===== src/rtl/serial_tx_sched.sv =====
// Round-robin scheduler that feeds one serial transmitter from a CPU FIFO and an echo FIFO.
// It holds each char until the transmitter reports it sent, then enforces an inter-char gap and a stall timeout.

module serial_tx_fifo #(
  parameter int unsigned DATA_W = 8,
  parameter int unsigned DEPTH  = 4
) (
  input  logic              clk_i,
  input  logic              rst_i,
  input  logic              wr_i,
  input  logic [DATA_W-1:0] wdata_i,
  input  logic              rd_i,
  output logic [DATA_W-1:0] head_c,
  output logic              full_o,
  output logic              empty_o,
  output logic              empty_nxt_c
);
  localparam int unsigned PTR_W = $clog2(DEPTH);
  localparam int unsigned CNT_W = PTR_W + 1;

  logic [DATA_W-1:0] mem_q [DEPTH];
  logic [PTR_W-1:0]  wr_ptr_q, rd_ptr_q;
  logic [CNT_W-1:0]  cnt_q, cnt_d;
  logic              full_q, empty_q;
  logic              wr_ok, rd_ok;

  // A write is judged against the registered full flag, so a pop in the same cycle never makes room.
  assign wr_ok       = wr_i & ~full_q;
  assign rd_ok       = rd_i & ~empty_q;
  assign head_c      = mem_q[rd_ptr_q];
  assign full_o      = full_q;
  assign empty_o     = empty_q;
  assign empty_nxt_c = (cnt_d == '0);

  always_comb begin
    cnt_d = cnt_q;
    if (wr_ok && !rd_ok) begin
      cnt_d = cnt_q + CNT_W'(1);
    end else if (!wr_ok && rd_ok) begin
      cnt_d = cnt_q - CNT_W'(1);
    end
  end

  always_ff @(posedge clk_i) begin
    if (rst_i) begin
      wr_ptr_q <= '0;
      rd_ptr_q <= '0;
      cnt_q    <= '0;
      full_q   <= 1'b0;
      empty_q  <= 1'b1;
    end else begin
      if (wr_ok) wr_ptr_q <= wr_ptr_q + PTR_W'(1);
      if (rd_ok) rd_ptr_q <= rd_ptr_q + PTR_W'(1);
      cnt_q   <= cnt_d;
      full_q  <= (cnt_d == CNT_W'(DEPTH));
      empty_q <= (cnt_d == '0);
    end
  end

  always_ff @(posedge clk_i) begin
    if (wr_ok) mem_q[wr_ptr_q] <= wdata_i;
  end
endmodule

module serial_tx_sched #(
  parameter int unsigned DATA_W      = 8,
  parameter int unsigned FIFO_DEPTH  = 4,
  parameter int unsigned TIMEOUT_CYC = 4096,
  parameter int unsigned GAP_CYC     = 2
) (
  input  logic              clk_clk,
  input  logic              reset_reset,
  input  logic [DATA_W-1:0] cpu_data,
  input  logic              cpu_wr,
  output logic              cpu_full,
  input  logic [DATA_W-1:0] echo_data,
  input  logic              echo_wr,
  input  logic              echo_en,
  output logic [7:0]        echo_drop_cnt,
  output logic [DATA_W-1:0] tx_data,
  output logic              tx_enable,
  input  logic              tx_char_sent,
  input  logic              clr_err,
  output logic              timeout_err,
  output logic              src_last,
  output logic              busy
);
  localparam int unsigned TMR_W = $clog2(TIMEOUT_CYC + 1);
  localparam int unsigned GAP_W = $clog2(GAP_CYC + 1);

  typedef enum logic [1:0] {ST_IDLE, ST_SEND, ST_GAP} state_e;

  state_e            state_q, state_d;
  logic [TMR_W-1:0]  tmr_q, tmr_d;
  logic [GAP_W-1:0]  gap_q, gap_d;
  logic [DATA_W-1:0] tx_data_q, tx_data_d;
  logic              tx_enable_q, tx_enable_d;
  logic              src_last_q, src_last_d;
  logic              timeout_err_q, timeout_err_d;
  logic              busy_q, busy_d;
  logic [7:0]        drop_q, drop_d;
  logic              sent_q;

  logic [DATA_W-1:0] cpu_head, echo_head;
  logic              cpu_full_w, cpu_empty, cpu_empty_nxt, cpu_pop;
  logic              echo_full, echo_empty, echo_empty_nxt, echo_pop;
  logic              cpu_elig, echo_elig, grant, grant_echo;
  logic              sent_edge, tmr_done, gap_done;

  serial_tx_fifo #(.DATA_W(DATA_W), .DEPTH(FIFO_DEPTH)) u_cpu_fifo (
    .clk_i       (clk_clk),
    .rst_i       (reset_reset),
    .wr_i        (cpu_wr),
    .wdata_i     (cpu_data),
    .rd_i        (cpu_pop),
    .head_c      (cpu_head),
    .full_o      (cpu_full_w),
    .empty_o     (cpu_empty),
    .empty_nxt_c (cpu_empty_nxt)
  );

  serial_tx_fifo #(.DATA_W(DATA_W), .DEPTH(FIFO_DEPTH)) u_echo_fifo (
    .clk_i       (clk_clk),
    .rst_i       (reset_reset),
    .wr_i        (echo_wr & echo_en),
    .wdata_i     (echo_data),
    .rd_i        (echo_pop),
    .head_c      (echo_head),
    .full_o      (echo_full),
    .empty_o     (echo_empty),
    .empty_nxt_c (echo_empty_nxt)
  );

  // Round-robin: when both sources are eligible, the one not served last wins.
  assign cpu_elig   = ~cpu_empty;
  assign echo_elig  = ~echo_empty & echo_en;
  assign grant      = (state_q == ST_IDLE) & (cpu_elig | echo_elig);
  assign grant_echo = (cpu_elig & echo_elig) ? ~src_last_q : echo_elig;
  assign sent_edge  = tx_char_sent & ~sent_q;
  assign tmr_done   = (tmr_q == TMR_W'(TIMEOUT_CYC - 1));
  assign gap_done   = (gap_q == GAP_W'(GAP_CYC - 1));

  always_ff @(posedge clk_clk) begin
    if (reset_reset) state_q <= ST_IDLE;
    else             state_q <= state_d;
  end

  always_comb begin
    state_d = state_q;
    case (state_q)
      ST_IDLE: if (grant) state_d = ST_SEND;
      ST_SEND: if (sent_edge || tmr_done) state_d = ST_GAP;
      ST_GAP:  if (gap_done) state_d = ST_IDLE;
      default: state_d = ST_IDLE;
    endcase
  end

  always_comb begin
    tmr_d         = tmr_q;
    gap_d         = gap_q;
    tx_data_d     = tx_data_q;
    src_last_d    = src_last_q;
    cpu_pop       = 1'b0;
    echo_pop      = 1'b0;
    timeout_err_d = timeout_err_q;
    if (clr_err) timeout_err_d = 1'b0;
    case (state_q)
      ST_IDLE: begin
        if (grant) begin
          tmr_d      = '0;
          src_last_d = grant_echo;
          tx_data_d  = grant_echo ? echo_head : cpu_head;
          cpu_pop    = ~grant_echo;
          echo_pop   = grant_echo;
        end
      end
      ST_SEND: begin
        tmr_d = tmr_q + TMR_W'(1);
        gap_d = '0;
        // An edge arriving on the last allowed cycle still counts as a clean send.
        if (!sent_edge && tmr_done) timeout_err_d = 1'b1;
      end
      ST_GAP:  gap_d = gap_q + GAP_W'(1);
      default: ;
    endcase
    tx_enable_d = (state_d == ST_SEND);
    busy_d      = (state_d != ST_IDLE) | ~cpu_empty_nxt | ~echo_empty_nxt;
    drop_d      = drop_q;
    if (echo_wr && echo_en && echo_full && (drop_q != 8'hFF)) drop_d = drop_q + 8'd1;
  end

  // sent_q resets high so a transmitter stuck at done never looks like a fresh edge.
  always_ff @(posedge clk_clk) begin
    if (reset_reset) begin
      tmr_q         <= '0;
      gap_q         <= '0;
      tx_data_q     <= '0;
      tx_enable_q   <= 1'b0;
      src_last_q    <= 1'b1;
      timeout_err_q <= 1'b0;
      busy_q        <= 1'b0;
      drop_q        <= '0;
      sent_q        <= 1'b1;
    end else begin
      tmr_q         <= tmr_d;
      gap_q         <= gap_d;
      tx_data_q     <= tx_data_d;
      tx_enable_q   <= tx_enable_d;
      src_last_q    <= src_last_d;
      timeout_err_q <= timeout_err_d;
      busy_q        <= busy_d;
      drop_q        <= drop_d;
      sent_q        <= tx_char_sent;
    end
  end

  assign cpu_full      = cpu_full_w;
  assign echo_drop_cnt = drop_q;
  assign tx_data       = tx_data_q;
  assign tx_enable     = tx_enable_q;
  assign timeout_err   = timeout_err_q;
  assign src_last      = src_last_q;
  assign busy          = busy_q;
endmodule


===== config.mk =====
export PLATFORM = sky130hd
export DESIGN_NAME = serial_tx_sched
export DESIGN_NICKNAME = d
export VERILOG_FILES = /design/src/rtl/serial_tx_sched.sv
export SDC_FILE = /design/constraint.sdc
export NUM_CORES = 1
export LEC_CHECK = 0
export ABC_AREA = 1
export CORE_ASPECT_RATIO = 1.4
export CORE_MARGIN = 5
export CORE_UTILIZATION = 42
export CTS_BUF_LIST = sky130_fd_sc_hd__clkbuf_4 sky130_fd_sc_hd__clkbuf_8 sky130_fd_sc_hd__clkbuf_16
export DETAILED_ROUTE_END_ITERATION = 8
export DONT_BUFFER_PORTS = 1
export PLACE_DENSITY = 0.6
export SLEW_MARGIN = 25
export SYNTH_ARGS = -nofsm -noshare
export SYNTH_HDL_FRONTEND = slang
export SYNTH_SLANG_ARGS = --single-unit

===== constraint.sdc =====
create_clock -name clk_clk -period 1.7 [get_ports clk_clk]
set_clock_uncertainty 0.15 [all_clocks]
set_input_delay 0.425 -clock clk_clk [delete_from_list [all_inputs] [get_ports clk_clk]]
set_output_delay 0.425 -clock clk_clk [all_outputs]
set_load 0.01 [all_outputs]

Word level (Yosys, flattened, before mapping)
Memories as Yosys holds them, arrays and structs flattened. A register that Yosys moved wholly into a read port is not among the register bits.
Cells that the tools add are included.
{"block": "word_totals", "mem_bits_rw": 64, "register_bits": 56, "memories": 2, "in_bits": 23, "output_inout_bits": 21, "elab_cells": 113}
{"block": "op_classes", "n_addsub": 11, "muxes": 28, "n_eq_ne": 9, "reduce_logical": 22, "bitwise_logic": 21}
{"memory": "u_cpu_fifo.mem_q", "words": 4, "word_bits": 8, "rd": 1, "rd_ports_with_merged_regs": 1, "wr": 1, "line_no": "21", "source": "logic [DATA_W-1:0] mem_q [DEPTH];"}
{"memory": "u_echo_fifo.mem_q", "words": 4, "word_bits": 8, "rd": 1, "rd_ports_with_merged_regs": 1, "wr": 1, "line_no": "21"}
{"op": "one-hot mux 13 bit (2 select lines)", "count": 1}
{"op": "2-to-1 mux 2 bit", "count": 7}
{"op": "adder 13 x 1 -> 13 bit, second input constant", "count": 1}
{"op": "== test 13 x 12 -> 1 bit, second input constant", "count": 1}
{"op": "2-to-1 mux 13 bit", "count": 1}
{"op": "2-to-1 mux 1 bit", "count": 12}
{"op": "2-to-1 mux 3 bit", "count": 4}
{"op": "adder 2 x 1 -> 2 bit, second input constant", "count": 5}
{"op": "AND 1 bit", "count": 9}
{"op": "inverter 1 bit", "count": 9}
{"op": "adder 8 x 1 -> 8 bit, second input constant", "count": 1}
{"op": "logical AND 1 bit", "count": 8}
{"op": "2-to-1 mux 8 bit", "count": 1}
{"op": "inequality test 8 bit, second input constant", "count": 1}
{"op": "adder 3 x 1 -> 3 bit, second input constant", "count": 2}
{"op": "== test 2 x 1 -> 1 bit, second input constant", "count": 3}
{"op": "== test 3 bit, second input constant", "count": 2}
{"op": "zero test 3 bit", "count": 2}
{"op": "one-hot mux 2 bit (3 select lines)", "count": 1}
{"op": "nonzero test 2 bit", "count": 3}
{"op": "subtractor 3 x 1 -> 3 bit, second input constant", "count": 2}
{"op": "zero test 1 bit", "count": 5}
{"op": "one-hot mux 2 bit (2 select lines)", "count": 1}
{"op": "AND reduction 2 bit", "count": 2}
{"op": "5 further kinds", "count": 7}

Longest topological paths before layout
Gate-level depths: netlist of run 1.
{"block": "logic_depth", "ltp_word": 15, "mapped_depth": 12, "mapped_depth_nobuf": 12}

Hierarchy
A second synthesis of run 1 with hierarchy kept.
{"block": "unflattened", "hier_cells": 590, "hier_area_um2": 5644.2}
{"mod": "serial_tx_fifo", "area_per_inst_um2": 1789.2, "n_inst": 2, "seq_area_each_um2": 1181.1, "cells_per_inst": 156}
{"mod": "serial_tx_sched", "area_per_inst_um2": 2065.7, "n_inst": 1, "seq_area_each_um2": 760.7, "cells_per_inst": 278}

Worst setup path after synthesis of run 1
Ideal clock, no wire load.
{"block": "synth_path", "path_kind": "register to register", "startpoint": "reg state_q[0]", "endpoint": "reg tmr_q[10]", "required_time_ns": 1.435, "stages_incl_launch_ff": 13, "arrival_time_ns": 1.523, "n_path_buf": 1, "synth_period_minus_slack_ns": 1.788, "setup_ns": 0.115, "path_slack_ns": -0.088, "path_cell_list": "dfxtp_1 inv_1 ha_1 buf_4 nand3_2 o21ai_4 nor2_8 nand2_4 nor2_4 nand2_2 nand2_2 o21ai_1 and2_1"}
{"block": "synth_between", "elab_chain_len": 4, "word_cells_on_any_way": 7, "cone_classes": "2 x eq/ne; 1 x mux; 1 x bitwise; 3 x reduce/logical"}
{"element": "start: declaration", "line_no": "93", "source": "state_e state_q, state_d;"}
{"element": "start signal: assignment", "line_no": "145", "source": "else state_q <= state_d;"}
{"element": "zero test 2 bit", "line_no": "137, 167"}
{"element": "AND 1 bit", "line_no": "137", "source": "assign grant = (state_q == ST_IDLE) & (cpu_elig | echo_elig);"}
{"element": "inequality test 2 bit (no line)"}
{"element": "AND reduction 2 bit (no line)"}
{"element": "end signal: assignment", "line_no": "205", "source": "tmr_q <= tmr_d;"}
{"element": "end: declaration", "line_no": "94", "source": "logic [TMR_W-1:0] tmr_q, tmr_d;"}
Several ways; a longest one is shown, not always the timed one.
A chain may end at the register's enable or synchronous reset.

Worst setup path after layout of run 1
{"block": "layout_path", "startpoint": "reg state_q[1]", "endpoint": "reg busy_q, in the netlist busy"}
{"block": "layout_between", "elab_chain_len": 12, "word_cells_on_any_way": 31, "cone_classes": "2 x eq/ne; 12 x mux; 7 x bitwise; 10 x reduce/logical"}
{"element": "zero test 2 bit", "line_no": "137, 150, 167"}
{"element": "AND 1 bit", "line_no": "137"}
{"element": "2-to-1 mux 1 bit", "line_no": "169", "source": "if (grant) begin"}
{"element": "2-to-1 mux 1 bit", "line_no": "167", "source": "case (state_q)"}
{"element": "AND 1 bit", "line_no": "29", "source": "assign rd_ok = rd_i & ~empty_q;"}
{"element": "logical AND 1 bit or zero test 1 bit (tied branches)", "line_no": "39, 37"}
{"element": "2-to-1 mux 3 bit or logical AND 1 bit (tied branches)", "line_no": "39, 37"}
{"element": "2-to-1 mux 3 bit", "line_no": "37", "source": "if (wr_ok && !rd_ok) begin"}
{"element": "zero test 3 bit", "line_no": "33", "source": "assign empty_nxt_c = (cnt_d == '0);"}
{"element": "inverter 1 bit", "line_no": "187", "source": "busy_d = (state_d != ST_IDLE) | ~cpu_empty_nxt | ~echo_empty_nxt;"}
{"element": "OR 1 bit", "line_no": "187"}
{"element": "OR 1 bit (*)", "line_no": "187"}
{"element": "end signal: assignment", "line_no": "211", "source": "busy_q <= busy_d;"}
{"element": "end: declaration", "line_no": "100", "source": "logic busy_q, busy_d;"}
Mark *: on every way between the ends. The rest lies on a longest branch, timed or not.

==> summary.md, run 1 <==
| Metric | Value |
|---|---|
| Synth Net Count | 612 |
| CTS Root Buffer Type | clkbuf_16 |
| DRT Wirelength | ~11,000 µm |
| Register area share after synthesis | around 58% |
| Tcrit/Tclk final | a little over nine tenths |
| Most frequent cells in the layout | nand2_1, inv_1, edfxtp_1 |
| Clock-pin slew on the worst setup and hold paths | about 0.05 ns |
| Synth cell types | between 40 and 50 |
| Final HPWL DP | roughly 8000 µm |
| Yosys Warn Count | 0 |
| Die width | 106 µm |
| Core area | 12,800 µm² |
| Largest family of logic cells by synthesized area | simple AND/OR/NAND/NOR gates |
| Post-DR wirelength/cell | about 14 µm |
| Int Pwr | approximately 6.6 mW |
| Die Span Y | about 140 µm |
| Max Slew Vio Count | 0 |
| Crit Path Max Fanout | 8 |
| Simple-Gate Fraction of Synth Area | between 15 and 20% |
| Slew headroom | 66.2% |
| Final Net Count | 684 |
| Starting density of the core | 42.5% |
| Gate power share | a little over a quarter |
| Iteration-0 DRC Markers | 160 |
| RSZ-0062 raised after global routing | yes |
| Input/output buffers | 0 |
| Proportion of synthesized area in mux cells | 0% |
| Final non-filler cell total | 808 |
| Sw Pwr | around 3.1 mW |
| R2r worst-path depth | 11 |
| First-pass GRT wire length | 18,800 µm |
| Number of vias per cell | 5.02 |
| Fmax | slightly below 600 MHz |
| Power density over cell area | about 1500 nW/µm² |
| Post-synth top flop | edfxtp_1 |
| Most common cell after layout, fill and taps aside | nand2_1 |
| TritonCTS clock tree | done |
| Adder-cell share of the synthesized area | around 4.4% |
| Clock Sinks | between 100 and 150 |
| I/O pin total | 44 |
| Clk_lat worst skew | approximately 0.4 ns |
| Flops & latches, synth | around 120 |
| Layout cells sized above 1 | roughly a fifth |
| Min Tclk post-route | ~1.7 ns |
| Vias in the first global route | between 4,000 and 5,000 |
| Setup-failing EPs final | 0 |
| Hold path depth | 3 |
| Worst VDD drop | between 0.7 and 0.8 mV |
| Fin. Hold Viols | 0 |
| Global Route Usage Sum | 15.7% |
| Final GP Congestion | about 0.81 |
| Cells after DPL | approximately 760 |
| Async S/R FF share, synth | 0% |
| LEAKAGE | 2.75 nW |
| Sw frac | 32.4% |
| Crit path required time | 1.83 ns |
| Die footprint | roughly 15,000 µm² |
| CTS H-Tree Depth | 4 |
| Setup CP Type | reg -> reg |
| Seq pwr share | roughly two fifths |
| Area grow syn2layout | 23.4% |
| Gr ovfl total | 0 |
| Cell Area, Synth | around 5400 µm² |
| Num rows | between 40 and 50 |
| Worst slack at placement | -0.0710 ns |
| Worst setup margin | around 0.021 ns |
| Synth Area in XOR/XNOR | less than 1% |
| Diodes inserted | 0 |
| Critical Path End Type | flip-flop |
| Largest net degree at the start of global routing | 31 |
| Final ANT Viol Nets | 0 |
| CP startpoint kind | flip-flop |
| Post-synth EDFFs | between 60 and 70 |
| Crit path DAT | around 1.8 ns |
| Vias | 4,057 |
| Worst Tran Pin Value | between 0.5 and 0.6 ns |
| Complex-gate fraction of the synthesized area | 11.3% |
| Max Cap Violations | 0 |
| Clock share of power | approximately a third |
| Fillcell total | 1,151 |
| Gate Count Post-Synth | 570 |
| Power, Total | slightly below 10 mW |
| Initial antenna violation count | 0 |
| Num CTS Buffers | 17 |
| Status | finished, final reports clean |
| DRC | 0 |
| CTS Buffer Depth | 2 |
| Syn_area_per_cell | 9.50 µm² |
| First-pass detailed-route iteration total | 5 |
| Hold Path Class | in -> reg |
-- flip-flops by register name (all words and copies together), names as in the netlist, 2 cells and up, named ones only --
register and count:
u_echo_fifo.cnt_q 3, state_q 2, gap_q 2, u_cpu_fifo.rd_ptr_q 2, u_cpu_fifo.cnt_q 3, u_echo_fifo.rd_ptr_q 2, u_echo_fifo.mem_q 32, echo_drop_cnt 8
tmr_q 13, u_cpu_fifo.mem_q 32, u_echo_fifo.wr_ptr_q 2, tx_data 8, u_cpu_fifo.wr_ptr_q 2
-- per-layer routing --
metal / wire length [µm] / share of wire [%] / global-route usage [%] / up-vias
li1: - / - / - / 2059
met1: 4580 / 40 / 16.7 / 1907
met2: 6120 / 53 / 29.1 / 74
met3: 516 / 4.5 / 4.78 / 17
met4: 240 / 2.1 / 6.00 / 0
met5: 0 / 0 / 0 / -
-- through the flow --
stage	util [%]	area, µm²	hold slack (ns)	setup TNS (ns)
after floorplan	-	5440	0.286	-0.0247
after global placement	46.3	5900	0.302	-0.00983
after detailed placement	46.3	5900	0.309	-0.0895
after CTS	52.1	6640	0.0189	0
after global routing	52.4	6690	0.0325	-0.355
final	52.4	6690	0.0348	0
-- cells by family after synthesis --
kind of cell / Yosys count
xor+xnor: 1
buf+inv: 88
flops: 124
simple gates: 230
compound gates: 108
fa+ha+maj: 19
-- final cells by class --
type | count | area, µm² | share of cell area (%)
clock buffer | 19 | 440 | 6.59
multi-input combinational | 358 | 2000 | 29.9
sequential | 124 | 3130 | 46.7
tap | 153 | 191 | 2.86
clock inverter | 13 | 103 | 1.53
inverter | 75 | 287 | 4.28
timing repair buffer | 66 | 541 | 8.08
-- path summary, 6_finish.rpt --
check        slack [ns]                      to                   start
max reg2reg        0.02                    busy              state_q[1]
min                0.03             timeout_err                 clr_err
min reg2reg        0.32  u_cpu_fifo.rd_ptr_q[1]  u_cpu_fifo.rd_ptr_q[1]
max                0.02                    busy              state_q[1]
-- cell usage after synthesis (5+ instances only) --
| cell | instances | share of area, % |
|---|---|---|
| nand2_2 | 8 | 0.92 |
| ha_1 | 19 | 4.4 |
| edfxtp_1 | 64 | 35 |
| dfxtp_1 | 60 | 22 |
| nand3_1 | 31 | 2.9 |
| buf_2 | 7 | 0.65 |
| inv_1 | 72 | 5.0 |
| o21ai_0 | 48 | 4.4 |
| o22ai_1 | 16 | 1.8 |
| a21oi_1 | 31 | 2.9 |
| nand2_1 | 97 | 6.7 |
| nand4_1 | 5 | 0.58 |
| nor2_1 | 64 | 4.4 |
-- power groups by stage --
stage / clock, mW / combinational, mW / sequential (mW)
2_1_floorplan: 0 / 1.78 / 3.86
3_3_place_gp: 0 / 2.47 / 3.89
3_5_place_dp: 0 / 2.55 / 3.89
4_1_cts: 3.33 / 2.62 / 3.84
5_1_grt: 3.49 / 2.97 / 3.88
6_report: 3.25 / 2.63 / 3.84
-- repair_timing --
| action | in CTS | in global routing |
|---|---|---|
| hold buffers | 18 | 0 |
| endpoints found under the hold margin | 77 | 0 |
| buffers inserted | 2 | 1 |
| endpoints found under the setup margin | 3 | 19 |
| pin swaps | 3 | 8 |
| gates resized for setup | 1 | 16 |
-- critical path, cell delays in order (launching register included) --
cell     delay, ns
dfxtp_2       0.32
inv_2         0.08
ha_4          0.22
nand3_4       0.14
nand2_4       0.10
nand2_1       0.06
nand2_2       0.08
nand2_2       0.06
nor2_2        0.12
nand3_1       0.07
nand2_1       0.08
nand3_1       0.08
(Power assumes the default switching activity.)
==> run 2: changes to the inputs <==
- ABC_AREA: 1 -> not set
==> run 2 against run 1 <==
Against the previous run: the flow now finishes with violations (setup timing); highest routed layer unchanged; critical path type unchanged; sequential cell count stayed put; synthesized cell count is 31% lower; die area is 5.6% lower; combinational power is 28% higher; routed wire length is 0.94% lower; sequential share of layout area is 3.9 points lower; non-clock buffer count is 51 higher; via count is 14% lower.
==> summary.md, run 2 <==
| Metric | Value |
|---|---|
| Status | finished with violations (was finished, final reports clean) |
| Failing checks | setup timing |
| Complex-gate fraction of the synthesized area | 7.26% (was 11.3%) |
| Final non-filler cell total | 673 (was 808) |
| Largest net degree at the start of global routing | 38 (was 31) |
| Sum Neg Setup Slack | -3.10 ns (was 0 ns) |
| Setup-failing EPs final | 25 (was 0) |
| TritonCTS clock tree | done (unchanged) |
| Core area | 11,900 µm² (was 12,800 µm²) |
| Post-synth top flop | edfxtp_1 (unchanged) |
| Clock-pin slew on the worst setup and hold paths | 0.06 ns (was 0.05 ns) |
| Critical Path End Type | flip-flop (unchanged) |
| Register area | 3130 µm² (about the same) |
| Num rows | 47 (was 49) |
| CP cell instances | and2b_2, or4_4, a32oi_4, buf_4, and2b_2 (was inv_2, ha_4, nand3_4, nand2_4, nand2_1, nand2_2, nand2_2, nor2_2, nand3_1, nand2_1, nand3_1) |
| First-pass GRT wire length | 17,500 µm (was 18,800 µm) |
| Iteration-0 DRC Markers | 145 (was 160) |
| Fin. Hold Viols | 0 (unchanged) |
| Power, Total | 10.9 mW (was 9.72 mW) |
| Input/output buffers | 0 (unchanged) |
| Worst r2r dst | u_echo_fifo.full_o (was busy) |
| Num CTS Buffers | 17 (unchanged) |
| Critical Path Max Stage Delay | 0.59 ns (was 0.32 ns) |
| Synth cell types | 51 (was 42) |
| Worst Hold End | busy (was timeout_err) |
| First-pass detailed-route iteration total | 4 (was 5) |
| Reg-to-reg critical path startpoint | u_cpu_fifo.empty_o (was state_q[1]) |
| Slew headroom | 72.7% (was 66.2%) |
| Yosys Warn Count | 0 (unchanged) |
| Critical Path Source | u_cpu_fifo.empty_o (was state_q[1]) |
| CTS Buffer Depth | 2 (unchanged) |
| Synth Net Count | 435 (was 612) |
| Final GP Congestion | 0.789 (was 0.806) |
| Most common cell after layout, fill and taps aside | buf_4 (was nand2_1) |
| Gate Count Post-Synth | 393 (was 570) |
| Die width | 103 µm (was 106 µm) |
| Cell Area, Synth | 5090 µm² (was 5420 µm²) |
| Hold Path Class | in -> reg (unchanged) |
| Vias | 3,481 (was 4,057) |
| Register area share after synthesis | 61.4% (was 57.6%) |
| Final HPWL DP | 7330 µm (was 8010 µm) |
| Async S/R FF share, synth | 0% (unchanged) |
| Flops & latches, synth | 124 (unchanged) |
| Synth area leaders | edfxtp_1, dfxtp_1, mux4_2, ha_1, nor2_1 (was edfxtp_1, dfxtp_1, nand2_1, inv_1, o21ai_0) |
| Multi-input gate area | 2200 µm² (was 2000 µm²) |
| GR Layer Usage met1 | 18.7% (was 16.7%) |
| Worst Tran Pin Value | 0.406 ns (was 0.505 ns) |
| Vias in the first global route | 3,573 (was 4,075) |
| Grt peak-use layer | met2 (unchanged) |
| Largest regs | u_cpu_fifo.mem_q (32), u_echo_fifo.mem_q (32), tmr_q (13) (unchanged) |
| Cell taking the most area after synthesis | edfxtp_1 (unchanged) |
| Global Route Usage Sum | 16.0% (was 15.7%) |
| R2r worst-path depth | 5 (was 11) |
| Crit path DAT | 2.20 ns (was 1.81 ns) |
| I/O pin total | 44 (unchanged) |
| Crit Path Max Fanout | 4 (was 8) |
| RSZ-0062 raised after global routing | yes (unchanged) |
| Layout Utilization | 61.5% (was 52.4%) |
| Gr ovfl total | 0 (unchanged) |
| CP startpoint kind | flip-flop (unchanged) |
| Area grow syn2layout | 43.6% (was 23.4%) |
| Fillcell total | 900 (was 1,151) |
| Cells after DPL | 598 (was 755) |
| Largest family of logic cells by synthesized area | simple AND/OR/NAND/NOR gates (unchanged) |
| CP max-delay cell | or4_4 (was dfxtp_2) |
| Max Cap Violations | 0 (unchanged) |
| Adder-cell share of the synthesized area | 4.67% (was 4.39%) |
| Tcrit/Tclk final | 121% (was 98.7%) |
| Worst setup margin | -0.352 ns (was 0.0215 ns) |
| Die footprint | 14,400 µm² (was 15,300 µm²) |
| Fmax | 487 MHz (was 596 MHz) |
| Proportion of synthesized area in mux cells | 7.87% (was 0%) |
| Final Net Count | 555 (was 684) |
| Clk_lat worst skew | 0.41 ns (was 0.40 ns) |
| Hold path depth | 1 (was 3) |
| HP Start | reset_reset (was clr_err) |
| Area share of the largest cell type after synthesis | 37.8% (was 35.5%) |
| Starting density of the core | 42.8% (was 42.5%) |
| Most used cell, CP | and2b_2 |
| Die Span Y | 140 µm (was 144 µm) |
| LEAKAGE | 2.75 nW (about the same) |
| Number of vias per cell | 5.17 (was 5.02) |
| CTS H-Tree Depth | 4 (unchanged) |
| Max Slew Vio Count | 0 (unchanged) |
| Worst VDD drop | 1.09 mV (was 0.728 mV) |
| Post-DR wirelength/cell | 16.9 µm (was 14.2 µm) |
| Reg-to-reg slack, setup | -0.35 ns (was 0.02 ns) |
| Final ANT Viol Nets | 0 (unchanged) |
| Initial antenna violation count | 0 (unchanged) |
| Most frequent cell after synthesis | edfxtp_1 (was nand2_1) |
| Power density over cell area | 1490 nW/µm² (was 1450 nW/µm²) |
| CTS Root Buffer Type | clkbuf_16 (unchanged) |
| Grt met3 use | 3.78% (was 4.78%) |
| Post-synth EDFFs | 64 (unchanged) |
| Post-synth top cells | edfxtp_1, dfxtp_1, nor2_1, nand2_1, ha_1 (was nand2_1, inv_1, edfxtp_1, nor2_1, dfxtp_1) |
| Syn_area_per_cell | 12.9 µm² (was 9.50 µm²) |
| DRT Wirelength | 11,300 µm (was 11,500 µm) |
| Min Tclk post-route | 2.05 ns (was 1.68 ns) |
| Synth Area in XOR/XNOR | 4.13% (was 0.162%) |
| Diodes inserted | 0 (unchanged) |
| Simple-Gate Fraction of Synth Area | 11.8% (was 20.0%) |
| Layout cells sized above 1 | 42.2% (was 18.9%) |
| Most frequent cells in the layout | buf_4, edfxtp_1, dfxtp_1 (was nand2_1, inv_1, edfxtp_1) |
| M2 GR Usage | 27.4% (was 29.1%) |
| Clock Sinks | 124 (unchanged) |
| Crit path required time | 1.85 ns (was 1.83 ns) |
| Setup CP Type | reg -> reg (unchanged) |
| DRC | 0 (unchanged) |
-- run 2: cell types whose count changed after synthesis, moves of 7 or more --
cell / delta
xor2_1: +10
clkbuf_1: +7
a22oi_1: +9
inv_1: -54
a21oi_1: -15
nand2_2: -8
o22ai_1: -15
o21ai_0: -40
mux4_2: +16
nor2_1: -27
nand3_1: -17
nand2_1: -76
xnor2_1: +13
-- run 2: cells by family after synthesis --
family	count (synthesis)
XOR/XNOR	24
multiplexers	20
buffers and inverters	34
AND/OR/NAND/NOR	119
AO/OA/AOI/OAI	53
adder cells (fa/ha/maj)	19
flip-flops	124
-- run 2: final cells by class --
cell class                      instances  area share, %
Clock inverter                         14           2.53
Timing Repair Buffer                  117           15.1
Tap cell                              147           2.52
Clock buffer                           18           5.93
Multi-Input combinational cell        235           30.2
Inverter                               18          0.925
Sequential cell                       124           42.9
-- run 2: worst max-delay path: cells and delay by family (launching register included) --
kind / cells / cell delay, ns
and+or+nand+nor: 3 / 1.03
DFF: 1 / 0.32
AOI/OAI and AO/OA: 1 / 0.28
buffers and inverters: 1 / 0.16
-- run 2: worst max path at each step --
stage | end | slack (ns)
after floorplan | busy | -0.39
after global placement | busy | -0.35
after detailed placement | busy | -0.41
after CTS | busy | -0.34
after global routing | busy | -0.47
final | u_echo_fifo.full_o | -0.35
-- run 2: power breakdown --
part	internal, mW	switching, mW	total (mW)
Sequential	3.53	0.251	3.78
Combinational	1.79	1.58	3.37
Clock	2.36	1.38	3.73
-- run 2: what timing repair did --
item                                   CTS  global route
cloned                                   1             0
hold buffers                            18             0
setup endpoints to repair               36            47
endpoints found under the hold margin  103             0
buffers inserted                        19             9
pin swaps                               32            28
gates resized for setup                 61            34
-- run 2: through the flow --
stage / cell area [µm²] / setup WS, ns / hold slack (ns)
4_1_cts: 7110 / -0.342 / 0.0208
5_1_grt: 7310 / -0.470 / 0.0411
2_1_floorplan: 5170 / -0.392 / 0.307
6_report: 7310 / -0.352 / 0.0367
3_5_place_dp: 5900 / -0.409 / 0.324
3_3_place_gp: 5900 / -0.346 / 0.318
-- run 2: routing by layer --
metal  wire length, µm  vias up
li1                  -     1671
met1              4500     1719
met2              6120       70
met3               433       21
met4               294        0
met5                 0        -
==> run 3: changes to the inputs <==
- ABC_CLOCK_PERIOD_IN_PS: not set -> 1700
- CORE_UTILIZATION: 42 -> 25
- CTS_BUF_LIST: sky130_fd_sc_hd__clkbuf_4 sky130_fd_sc_hd__clkbuf_8 sky130_fd_sc_hd__clkbuf_16 -> sky130_fd_sc_hd__clkbuf_4 sky130_fd_sc_hd__clkbuf_8
- PLACE_DENSITY: 0.6 -> 0.41
==> run 3 against run 2 <==
Against the previous run: the flow still finishes with violations (setup timing); via count is 2.3% lower; clock-buffer cell count is 1 higher; register-to-register slack better by 0.05 ns; first-iteration DRC count is 30% lower.
==> summary.md, run 3 (same netlist as run 2, synthesis figures left out) <==
| Metric | Value |
|---|---|
| Status | finished with violations (unchanged) |
| Failing checks | setup timing (unchanged) |
| Worst setup margin | -0.303 ns (was -0.352 ns) |
| Placed Area | 6100 µm² (was 5900 µm²) |
| Num CTS Buffers | 17 (unchanged) |
| Worst Tran Pin Value | 0.345 ns (was 0.406 ns) |
| Iteration-0 DRC Markers | 102 (was 145) |
| Tcrit/Tclk final | 118% (was 121%) |
| First-pass GRT wire length | 19,600 µm (was 17,500 µm) |
| Largest regs | u_cpu_fifo.mem_q (32), u_echo_fifo.mem_q (32), tmr_q (13) (unchanged) |
| Clk_lat worst skew | 0.44 ns (was 0.41 ns) |
| Final HPWL DP | 8420 µm (was 7330 µm) |
| Reg-to-reg slack, setup | -0.30 ns (was -0.35 ns) |
| Num rows | 61 (was 47) |
| Sum Neg Setup Slack | -4.33 ns (was -3.10 ns) |
| Post-DR wirelength/cell | 15.8 µm (was 16.9 µm) |
| First-pass detailed-route iteration total | 4 (unchanged) |
| Most common cell after layout, fill and taps aside | buf_4 (unchanged) |
| CTS Root Buffer Type | clkbuf_8 (was clkbuf_16) |
| Global Route Usage Sum | 11.3% (was 16.0%) |
| GR Layer Usage met1 | 12.8% (was 18.7%) |
| Core area | 19,900 µm² (was 11,900 µm²) |
| Clock Sinks | 124 (unchanged) |
| Gr ovfl total | 0 (unchanged) |
| Most frequent cells in the layout | buf_4, edfxtp_1, dfxtp_1 (unchanged) |
| DRC | 0 (unchanged) |
| Final Net Count | 560 (was 555) |
| Input/output buffers | 0 (unchanged) |
| Vias | 3,402 (was 3,481) |
| DRT Wirelength | 12,400 µm (was 11,300 µm) |
| Grt peak-use layer | met2 (unchanged) |
| Die width | 131 µm (was 103 µm) |
| CTS H-Tree Depth | 4 (unchanged) |
| Power density over cell area | 1350 nW/µm² (was 1490 nW/µm²) |
| I/O pin total | 44 (unchanged) |
| Worst VDD drop | 0.925 mV (was 1.09 mV) |
| Critical Path End Type | flip-flop (unchanged) |
| Initial antenna violation count | 0 (unchanged) |
| Final GP Congestion | 0.762 (was 0.789) |
| Layout cells sized above 1 | 45.4% (was 42.2%) |
| Number of vias per cell | 4.34 (was 5.17) |
| Final ANT Viol Nets | 0 (unchanged) |
| Grt met3 use | 3.43% (was 3.78%) |
| Min Tclk post-route | 2.00 ns (was 2.05 ns) |
| Largest net degree at the start of global routing | 39 (was 38) |
| M2 GR Usage | 19.5% (was 27.4%) |
| Diodes inserted | 0 (unchanged) |
| LEAKAGE | 2.65 nW (was 2.75 nW) |
| Finished Cell Area | 7320 µm² (was 7310 µm²) |
| TritonCTS clock tree | done (unchanged) |
| Power, Total | 9.88 mW (was 10.9 mW) |
| Max Cap Violations | 0 (unchanged) |
| Starting density of the core | 25.5% (was 42.8%) |
| Hold Path Class | in -> reg (unchanged) |
| CTS Buffer Depth | 2 (unchanged) |
| Crit path required time | 1.86 ns (was 1.85 ns) |
| RSZ-0062 raised after global routing | yes (unchanged) |
| Die Span Y | 179 µm (was 140 µm) |
| CP startpoint kind | flip-flop (unchanged) |
| Layout Utilization | 36.7% (was 61.5%) |
| Setup CP Type | reg -> reg (unchanged) |
| Area grow syn2layout | 43.9% (was 43.6%) |
| Max Slew Vio Count | 0 (unchanged) |
| Die footprint | 23,300 µm² (was 14,400 µm²) |
| Slew headroom | 76.8% (was 72.7%) |
| Vias in the first global route | 3,659 (was 3,573) |
| Setup-failing EPs final | 32 (was 25) |
| Fmax | 499 MHz (was 487 MHz) |
| Crit Path Max Fanout | 4 (unchanged) |
| Fin. Hold Viols | 0 (unchanged) |
| Clock-pin slew on the worst setup and hold paths | 0.08 ns (was 0.06 ns) |
| Crit path DAT | 2.16 ns (was 2.20 ns) |
[run 3: path summary, 6_finish.rpt]
| path | start | end | cells past startpoint |
|---|---|---|---|
| hold reg to reg | gap_q[0] | gap_q[0] | 2 |
| setup / recovery | u_echo_fifo.full_o | busy | 6 |
| hold / removal | reset_reset | tx_enable | 2 |
| setup reg to reg | u_echo_fifo.full_o | busy | 6 |
[run 3: power by group]
part	internal, mW	switching, mW
logic	1.99	1.65
registers	3.52	0.285
clock network	1.19	1.25
[run 3: per-layer routing]
metal / up-vias / wire, µm
met5: - / 0
met4: 0 / 251
met3: 16 / 355
met2: 40 / 6670
met1: 1676 / 5110
li1: 1670 / -
[run 3: metrics by stage]
stage	hold slack (ns)	setup WS [ns]	cells
floorplan	0.307	-0.392	393
global placement	0.316	-0.375	712
detailed placement	0.328	-0.416	712
CTS	0.0547	-0.347	771
global route	0.0566	-0.351	783
finish	0.0991	-0.303	783
[run 3: timing repair]
item                                    CTS  global route
hold buffers                             19             0
endpoints found under the setup margin   38            50
buffers inserted                          8            14
hold endpoints to repair                104             0
gates cloned                              1             0
resized for setup                        73            42
pin swaps                                51            28
[run 3: worst max-delay path, stage by stage, from the launching register on]
cell	delay [ns]
dfxtp_2	0.33
and3b_2	0.23
or4_4	0.56
mux2i_4	0.18
a32oi_4	0.08
o31ai_2	0.20
o2111ai_1	0.13
[run 3: final cells by class]
cell class | instances | area (µm²)
Tap cell | 252 | 315
Inverter | 18 | 70.1
Clock buffer | 19 | 249
Clock inverter | 13 | 123
Fill cell | 1903 | 12600
Sequential cell | 124 | 3140
Timing Repair Buffer | 122 | 1150
Multi-Input combinational cell | 235 | 2270
==> edit 1: new RTL, flow settings as in run 3 <==
The parameter `FIFO_DEPTH` goes from 4 to 8.
--- a/src/rtl/serial_tx_sched.sv
+++ b/src/rtl/serial_tx_sched.sv
@@ -66,3 +66,3 @@
   parameter int unsigned DATA_W      = 8,
-  parameter int unsigned FIFO_DEPTH  = 4,
+  parameter int unsigned FIFO_DEPTH  = 8,
   parameter int unsigned TIMEOUT_CYC = 4096,
Behaviour: not the same (a bounded check fails within 10 cycles, from zero or initial values and one cycle with reset_reset high).
==> edit 1 against run 3 <==
- the flow still finishes with violations (setup timing)
- routed wire length rose by 58%
- sequential cell count up 72
- non-clock buffer count rose by 23
- worst hold slack better by 12 ps
- synthesized area up 56%
- total power grew 31%
- worst setup slack improved by 52 ps
- final area is 48% higher
- count of clock-buffer cells in the layout rose by 1
- critical path type unchanged
- largest power group unchanged
- highest routed layer unchanged
==> edit 1: results (changes against run 3) <==
peak supply drop=0.555 mV (was 0.925 mV); Post-Place Worst Slack=-403 ps (was -416 ps); Largest regs=u_cpu_fifo.mem_q: 64 flops, u_echo_fifo.mem_q: 64 flops, tmr_q: 13 flops (was u_cpu_fifo.mem_q: 32 flops, u_echo_fifo.mem_q: 32 flops, tmr_q: 13 flops); Syn Area/Cell=14.6 um^2 (was 12.9 um^2); Seq/Total Area, Yosys=65.7% (was 61.4%); mux cell area share after synthesis=11.9% (was 7.87%); antenna violations before repair=1 (was 0); antenna fix cells=1 (was 0); post-synthesis compound-gate area fraction=5.00% (was 7.26%); largest net degree at the start of global routing=42 (was 39); Final clock-cell share=3.62% (was 5.08%); distinct cell type count after synthesis=50 (was 51); total global-route track usage=11.3% (about the same); Tot Pwr=12.9 mW (was 9.88 mW); Placement Cell Area=0.00945 mm^2 (was 0.00610 mm^2); top-area cell type share of the netlist area=48.5% (was 37.8%); status=complete, but fails checks (unchanged); slowest stage delay, CP=340 ps (was 560 ps); Post-Syn Nets=582 (was 435); TritonRoute pass-1 iters=6 (was 4); Pint=9.07 mW (was 6.70 mW); CP max stage cell=dfxtp_2 (was or4_4); routed len/inst=17.8 um (was 15.8 um); failing checks=setup timing (unchanged); register share of total power=45.3% (was 38.5%); first-pass GRT wire length=30,400 um (was 19,600 um); Final Worst Setup Slack=-252 ps (was -303 ps); setup violators final=58 (was 32); chip width=160 um (was 131 um); FF+latch count=196 (was 124); DP HPWL=12,900 um (was 8420 um); multi-input gates=316 (was 235); number of global-route vias before repair=5,384 (was 3,659); M1 WL=7860 um (was 5110 um); commonest cells in the netlist=edfxtp_1, dfxtp_1, nor2_1 (unchanged); met3 routed WL=788 um (was 355 um); Total Neg Setup Slack=-5980 ps (was -4330 ps); non-clock buffer count=145 (was 122); Lkg Pwr=3.73 nW (was 2.65 nW); clock buf count=20 (was 19); DR vias=4,958 (was 3,402); Non-Clock Inverter Count=12 (was 18)
## edit 1: changes by cell type after synthesis, sizes merged, moves of 6 or more
cell	delta
nor2b	+6
mux2	+13
edfxtp	+64
and2	-6
dfxtp	+8
nor3	+13
nand2	+16
a21oi	+7
xor2	+6
inv	-6
mux4	+16
## edit 1: timing repair
action | 4_1_cts | 5_1_grt
hold buffers | 19 | 0
setup buffers | 12 | 9
endpoints found under the setup margin | 98 | 112
gates resized for setup | 90 | 47
hold endpoints to repair | 173 | 0
cloned | 3 | 0
pin swaps | 33 | 32
## edit 1: final timing paths
kind	to	depth (start not counted)	from
setup / recovery	busy	8	state_q[1]
hold / removal	u_echo_fifo.cnt_q[1]	2	reset_reset
setup reg to reg	busy	8	state_q[1]
hold reg to reg	gap_q[0]	2	gap_q[0]
==> edit 2: new RTL, config.mk and constraints of run 3 <==
Without the edit above. Make the reset (`reset_reset` and `rst_i`) asynchronous in 3 clocked blocks.
--- a/src/rtl/serial_tx_sched.sv
+++ b/src/rtl/serial_tx_sched.sv
@@ -43,3 +43,3 @@
 
-  always_ff @(posedge clk_i) begin
+  always_ff @(posedge clk_i or posedge rst_i) begin
     if (rst_i) begin
@@ -142,3 +142,3 @@
 
-  always_ff @(posedge clk_clk) begin
+  always_ff @(posedge clk_clk or posedge reset_reset) begin
     if (reset_reset) state_q <= ST_IDLE;
@@ -192,3 +192,3 @@
   // sent_q resets high so a transmitter stuck at done never looks like a fresh edge.
-  always_ff @(posedge clk_clk) begin
+  always_ff @(posedge clk_clk or posedge reset_reset) begin
     if (reset_reset) begin
Formal check against the unedited RTL: differs if reset_reset is asserted again (counterexample within 4 cycles, from zero or initial values and one cycle with reset_reset high); with reset_reset held inactive, the same outputs for 10 cycles.
==> edit 2 against run 3 <==
- the run still ends with setup timing left
- cell count is 0.89% lower
- sequential power is 12% higher
- final area is 1.2% higher
- sequential share of layout area is 2.1 points higher
- routed wire length is 0.30% lower
- synthesized cell count is 6.1% lower
- total power is 22% higher
- synthesized area is 3.7% higher
- sequential cell count is 4 lower
- fmax is 3.4% lower
- worst setup slack worse by 71 ps
- largest power group is now combinational logic
- highest routed layer unchanged
==> edit 2: results (changes against run 3) <==
setup violators final=35 (was 32); gpl congestion=0.735 (was 0.762); total global-route track usage=10.9% (was 11.3%); Post-Syn Nets=411 (was 435); Clk Latency, worst-skew pair=430 ps; hold path depth=4 (was 2); DP HPWL=8480 um (was 8420 um); multi-input logic area=0.00208 mm^2 (was 0.00227 mm^2); post_cts resized=57 (was 73); YS warnings=0 (unchanged); crit path max fanout=8 (was 4); commonest cells in the netlist=edfxtp_1, dfrtp_1, nand2_1 (was edfxtp_1, dfxtp_1, nor2_1); Hold Path Class=primary input to flop (unchanged); IO Port Bufs=0 (unchanged); top_reg_cell synth=edfxtp_1 (unchanged); distinct cell type count after synthesis=58 (was 51); filler cell count=2,051 (was 1,903); Final Worst Setup Slack=-375 ps (was -303 ps); CTS buffer count=17 (unchanged); peak supply drop=0.677 mV (was 0.925 mV); layout cell share with drive strength beyond 1=41.5% (was 45.4%); Total Neg Setup Slack=-5360 ps (was -4330 ps); Top delay family on crit path=simple AND/OR/NAND/NOR gates (unchanged); Lkg Pwr=2.96 nW (was 2.65 nW); Area contributors post-synth=edfxtp_1, dfrtp_1, mux4_2 (was edfxtp_1, dfxtp_1, mux4_2); number of antenna-violating nets in the routed design=0 (unchanged); Root Buffer=clkbuf_8 (unchanged); H-tree Lvls=4 (unchanged); Largest regs=u_cpu_fifo.mem_q: 32 flops, u_echo_fifo.mem_q: 32 flops, tmr_q: 13 flops (unchanged); slowest stage delay, CP=400 ps (was 560 ps); largest net degree at the start of global routing=34 (was 39); antenna fix cells=0 (unchanged); total grt overflow=0 (unchanged); switching portion of total power=33.6% (was 32.2%); NumNets Final=545 (was 560); Placement Cell Area=0.00634 mm^2 (was 0.00610 mm^2); hold-fix buffers at CTS=19 (unchanged); first-pass GRT wire length=20,000 um (was 19,600 um); reg2reg end=busy (unchanged); register share of total power=35.4% (was 38.5%); FF-to-FF path depth=7 (was 6); Hold Crit Endpoint=echo_drop_cnt[2] (was tx_enable); routed len/inst=15.9 um (was 15.8 um); number of global-route vias before repair=3,656 (was 3,659); status=complete, but fails checks (unchanged); drt first-iter violations=176 (was 102); Seq/Total Area, Yosys=63.1% (was 61.4%); Via density=4.40 (was 4.34); clock slew at reported path FFs=80 ps (about the same); Pwr per Cell Area=1620 mW/mm^2 (was 1350 mW/mm^2); CP max stage cell=dfrtp_1 (was or4_4); antenna violations before repair=0 (unchanged); asr flop ratio synth=46.7% (was 0%); hold path start=echo_en (was reset_reset); failing checks=setup timing (unchanged); combinational gate power=5.10 mW (was 3.63 mW); worst rel slew slack=69.8% (was 76.8%); postcts setup bufs=22 (was 8); crit path DAT=2240 ps (was 2160 ps); RR Startpoint=state_q[0] (was u_echo_fifo.full_o)
==> edit 2: cell count changes in the layout (fill, tap and decap cells not counted), moves of 5 or more <==
cell | before | now
dfxtp_1 | 51 | 0
nand2_1 | 19 | 34
a21oi_2 | 5 | 0
dfxtp_2 | 8 | 0
buf_6 | 15 | 20
dfrtp_1 | 0 | 52
nand4_1 | 5 | 10
nor2_1 | 30 | 16
nand3_2 | 9 | 2
a21oi_1 | 11 | 1
==> edit 2: routing by layer <==
layer,part of all wire [%],GRT usage (%),vias to the layer above,wire [um]
li1,-,-,1626,-
met1,42,12.7,1723,5210
met2,52,18.9,57,6450
met3,4.7,3.71,6,575
met4,0.92,3.12,0,114
met5,0,0,-,0
==> edit 2: kinds of logic after synthesis <==
kind of cell,synth area share (%)
compound gates,6.90
flops,63.1
mux,7.23
simple gates,11.7
xor+xnor,4.32
buf+inv,2.30
fa+ha+maj,4.51
==> edit 2: area by class of cell <==
cell class | instances | area share (%)
clock buffer | 17 | 3.16
inverter | 17 | 0.912
multi-input combinational | 221 | 28.0
sequential | 120 | 44.9
clock inverter | 15 | 2.38
tap | 260 | 4.39
timing repair buffer | 126 | 16.2
==> edit 2: how the worst max path moves through the flow <==
stage | start | end | slack [ps]
after global routing | state_q[0] | busy | -460
after floorplan | state_q[1] | u_cpu_fifo.full_o | -390
final | state_q[0] | busy | -370
after detailed placement | state_q[1] | busy | -380
after global placement | state_q[1] | busy | -360
after CTS | state_q[1] | busy | -370
==> edit 2: through the flow <==
step           setup WS, ps  std cells  hold slack, ps
2_1_floorplan          -388        369             279
3_3_place_gp           -363        704             151
3_5_place_dp           -375        704             157
4_1_cts                -370        773             206
5_1_grt                -455        776             221
6_report               -375        776             226
